==> src/rtl/control_unit.sv <==
// Multi-cycle accumulator control FSM: fetch/decode/exec/mem
// sequencing with a memory-request watchdog.
module control_unit #(
  parameter int TIMEOUT = 15
) (
  input  logic       clk,
  input  logic       rst,
  input  logic [7:0] instr,
  input  logic       mem_ack,
  input  logic       zero,
  output logic       mem_req,
  output logic       mem_we,
  output logic       ir_load,
  output logic       pc_inc,
  output logic       pc_load,
  output logic [1:0] alu_op,
  output logic       reg_we,
  output logic       reg_src,
  output logic       illegal,
  output logic       halted,
  output logic       fault,
  output logic [2:0] state
);

  typedef enum logic [2:0] {
    IDLE   = 3'd0,
    FETCH  = 3'd1,
    DECODE = 3'd2,
    EXEC   = 3'd3,
    MEM    = 3'd4,
    HALT   = 3'd5
  } state_t;

  localparam logic [7:0] WAIT_LAST = 8'(TIMEOUT - 1);

  state_t     st;
  logic [7:0] opc;
  logic [7:0] wcnt;
  logic       fault_q;
  logic [3:0] op;

  logic is_nop, is_lda, is_sta, is_alu;
  logic is_jmp, is_jz, is_hlt, is_ill;

  logic unused_operand;

  assign op = opc[7:4];
  assign unused_operand = ^opc[3:0];

  always_comb begin
    is_nop = 1'b0;
    is_lda = 1'b0;
    is_sta = 1'b0;
    is_alu = 1'b0;
    is_jmp = 1'b0;
    is_jz  = 1'b0;
    is_hlt = 1'b0;
    is_ill = 1'b0;
    unique case (1'b1)
      op == 4'h0:             is_nop = 1'b1;
      op == 4'h1:             is_lda = 1'b1;
      op == 4'h2:             is_sta = 1'b1;
      op >= 4'h3 && op <= 4'h6: is_alu = 1'b1;
      op == 4'h7:             is_jmp = 1'b1;
      op == 4'h8:             is_jz  = 1'b1;
      op == 4'hF:             is_hlt = 1'b1;
      default:                is_ill = 1'b1;
    endcase
  end

  always_ff @(posedge clk) begin
    if (rst) begin
      st      <= IDLE;
      opc     <= 8'h00;
      wcnt    <= 8'h00;
      fault_q <= 1'b0;
    end else begin
      unique case (st)
        IDLE: begin
          st   <= FETCH;
          wcnt <= 8'h00;
        end
        FETCH, MEM: begin
          if (mem_ack) begin
            if (st == FETCH) begin
              opc <= instr;
              st  <= DECODE;
            end else begin
              st  <= FETCH;
            end
            wcnt <= 8'h00;
          end else if (wcnt == WAIT_LAST) begin
            st      <= HALT;
            fault_q <= 1'b1;
          end else begin
            wcnt <= wcnt + 8'd1;
          end
        end
        DECODE: begin
          wcnt <= 8'h00;
          unique case (1'b1)
            is_nop || is_ill:         st <= FETCH;
            is_lda || is_sta:         st <= MEM;
            is_alu || is_jmp || is_jz: st <= EXEC;
            default:                  st <= HALT;
          endcase
        end
        EXEC: begin
          st   <= FETCH;
          wcnt <= 8'h00;
        end
        HALT: st <= HALT;
        default: begin
          st   <= IDLE;
          wcnt <= 8'h00;
        end
      endcase
    end
  end

  always_comb begin
    mem_req = 1'b0;
    mem_we  = 1'b0;
    ir_load = 1'b0;
    pc_inc  = 1'b0;
    pc_load = 1'b0;
    alu_op  = 2'd0;
    reg_we  = 1'b0;
    reg_src = 1'b0;
    illegal = 1'b0;
    halted  = 1'b0;
    if (!rst) begin
      unique case (st)
        FETCH: begin
          mem_req = 1'b1;
          ir_load = mem_ack;
          pc_inc  = mem_ack;
        end
        DECODE: illegal = is_ill;
        EXEC: begin
          if (is_alu) begin
            reg_we = 1'b1;
            // op-3 folded into two bits
            alu_op = op[1:0] + 2'd1;
          end
          if (is_jmp) pc_load = 1'b1;
          if (is_jz)  pc_load = zero;
        end
        MEM: begin
          mem_req = 1'b1;
          mem_we  = is_sta;
          reg_we  = is_lda & mem_ack;
          reg_src = is_lda & mem_ack;
        end
        HALT: halted = 1'b1;
        default: ;
      endcase
    end
  end

  assign fault = fault_q & ~rst;
  assign state = rst ? 3'd0 : 3'(st);

endmodule
==> config.mk <==
export PLATFORM = sky130hd
export DESIGN_NAME = control_unit
export DESIGN_NICKNAME = d
export VERILOG_FILES = /design/src/rtl/control_unit.sv
export SDC_FILE = /design/constraint.sdc
export NUM_CORES = 1
export LEC_CHECK = 0
export BUFFER_PORTS_ARGS = -buffer_cell sky130_fd_sc_hd__buf_2
export CELL_PAD_IN_SITES_DETAIL_PLACEMENT = 0
export CELL_PAD_IN_SITES_GLOBAL_PLACEMENT = 2
export CORE_MARGIN = 1
export CORE_UTILIZATION = 26
export DETAILED_ROUTE_END_ITERATION = 16
export PLACE_DENSITY = 0.7
export SLEW_MARGIN = 10
export SYNTH_ARGS = -nofsm -noshare
export SYNTH_HDL_FRONTEND = slang
export SYNTH_SLANG_ARGS = --single-unit
==> constraint.sdc <==
create_clock -name clk -period 1.8 [get_ports clk]
set_clock_uncertainty 0.1 [all_clocks]
set_input_delay 0.09 -clock clk [delete_from_list [all_inputs] [get_ports clk]]
set_output_delay 0.09 -clock clk [all_outputs]
set_load 0.03 [all_outputs]
==> flow_summary.toml <==
[sta]
min_period_over_period_pct = 107.4
finalHoldViolations = 1
finalCriticalPeriod_ns = 1.933
fin_tns_setup_ns = -0.4209
setup_viol = 4
hold-worst-slack_ns = -0.007074
rsz0062_at_grt = "yes"
maxSlewViolCount = 0
slew_headroom_pct = 76.78
worst_pin_slew_ns = 0.3451
fin_ws_ns = -0.1334
fmax_ghz = 0.5172

[die]
fp.dieW_um = 66.52
core_um2 = 4000
rows = 23
start_util_pct = 27.06
dieArea_um2 = 4425
die_y_um = 66.52
pin_count = 27

[drt]
drc = 0
wl_per_cell_um = 12.40
wl_mm = 2.851
vias = 1090
dr.pass1.iters = 5
avgViaCountPerCell = 4.739
drtAntennaViolNets = 0
drtIter0Drc = 63

[logic_synthesis]
yosysMostFrequentCell = "nor2_1"
synth_seq_area_share_pct = 29.60
synth_edf_count = 0
synth_top_area_share_pct = 29.60
netlist_instances = 136
synth_area_leader_cell = "dfxtp_1"
synth-seq-cells = 16
async_reset_ff_share_pct = 0
synth_ff_type = "dfxtp_1"
syn_avg_cell_area_um2 = 7.958
synth_cell_types = 41
synth_nets = 154
ys_warn_count = 0
ys_top_cells_by_area = "dfxtp_1, nor2_1, ha_1"
syn_area_um2 = 1082
synth_commonest_cells = "nor2_1, dfxtp_1, inv_1"

[clock_tree]
htreeDepth = 1
path_clk_slew_ns = 0.06
cts.sinks = 16
cts_tree = "yes"
cts_made_buffers = 3
clk_path_buf_depth = 2
insertion_delay_ns = 0.25
cts_root_buffer = "clkbuf_8"

[power]
pwr_density_cell_nw_per_um2 = 599.3
p_sw_share_pct = 29.32
clkPwrFrac_pct = 33.4
power_switching_w = 0.0002823
leakagePower_nw = 0.6648
p_comb_share_pct = 26.0
seqPwrFrac_pct = 40.6
power.ir.vdd_worst_mv = 0.3964
p_int_w = 0.0006805

[flow_run]
timing.max_cap.violations = 0

[global_route]
grt_pass1_wl_mm = 4.457
grt_pass1_vias = 1020
grt.total_usage_pct = 13.49
grt_antenna_before_repair = 0
grt_overflow = 0
grt_max_degree = 19

[place]
dp_hpwl_mm = 2.158
placed_cells = 215
dp_slack_ns = -0.06639
gp_congestion = 0.7865
port_buffers = 22

[finish]
drive_above_1_share_pct = 44.44
diodes = 0
fin_nets = 199
finalNonFillerCells = 230
n_fill_cell = 418
syn2layout_area_growth_pct = 48.44

[run_status]
status = "finished with violations"
violations = "negative hold slack, negative setup slack"

[worst_setup_path]
critical_path_class = "reg2out"
cp-end-kind = "output pin"
critPathLaunchType = "flip-flop"
required_ns = 1.61
crit_fanout = 4
crit_arrival_ns = 1.74

[min_path]
holdCritPathClass = "in2reg"
-- sequential cells by signal, summed over array words and instances, names as in the netlist --
| name | flops |
|---|---|
| opc | 4 |
| fault_q | 1 |
| wcnt | 8 |
| st | 3 |
-- kinds of logic after synthesis --
family	after synthesis	synth area share, %
flip-flops	16	29.60
XOR/XNOR	4	3.931
multiplexers	4	3.700
buffers and inverters	19	9.133
AO/OA/AOI/OAI	19	11.68
AND/OR/NAND/NOR	67	34.10
adder cells (fa/ha/maj)	7	7.861
-- timing repair --
item,CTS,global route
buffers inserted,1,8
pin swaps,7,14
endpoints found under the setup margin,8,11
hold buffers,3,0
resized for setup,20,19
hold endpoints to repair,3,0
-- placed cells by master (no fill, tap or decap), types with 7 or more instances in the layout --
master and count:
buf_2 15, nor2_1 20, nand3_1 7, nand2_1 7
inv_1 8, buf_4 26, dfxtp_1 10, a21oi_1 7
-- final cells by class --
cell class	count	area, µm²	area share [%]
inverters	11	43.79	2.726
well taps	50	62.56	3.894
flip-flops and latches	16	332.8	20.72
repair buffers	48	337.8	21.03
multi-input cells	101	774.5	48.21
clock buffers	4	55.05	3.427
-- power by group through the flow --
stage | Clock [W] | Sequential, W | Combinational, W
floorplan | 0 | 0.000386 | 0.000156
global route | 0.000357 | 0.000392 | 0.000273
finish | 0.000322 | 0.000390 | 0.000250
global placement | 0 | 0.000392 | 0.000209
CTS | 0.000335 | 0.000387 | 0.000225
detailed placement | 0 | 0.000393 | 0.000210
-- worst max-delay path: stages, from the launching register on --
cell      delay (ns)
dfxtp_4         0.38
inv_4           0.04
ha_4            0.15
buf_4           0.12
buf_6           0.10
o21a_1          0.21
nor4bb_2        0.27
buf_4           0.20
-- per-layer routing --
metal | up-vias | global-route usage [%] | wire length, µm
li1 | 553 | - | -
met5 | - | 0 | 0
met4 | 0 | 3.989 | 51
met2 | 31 | 24.23 | 1461
met1 | 500 | 15.44 | 1213
met3 | 6 | 3.596 | 124
-- final timing paths --
| kind | startpoint | endpoint | slack, ns | depth (start not counted) |
|---|---|---|---|---|
| worst max-delay path | opc[4] | illegal | -0.13 | 7 |
| worst min-delay path | instr[4] | opc[4] | -0.007 | 3 |
| worst max register to register | wcnt[0] | wcnt[3] | 0.04 | 6 |
| worst min register to register | fault_q | fault_q | 0.38 | 2 |
-- stage by stage --
stage                     util [%]  total power, W  area [µm²]
after detailed placement     33.16       0.0006037        1326
after global placement       33.16       0.0006018        1326
final                        40.16       0.0009628        1607
after CTS                    37.13       0.0009472        1485
after floorplan                  -       0.0005418        1099
after global routing         40.16        0.001022        1607
(Power assumes the default switching activity.)
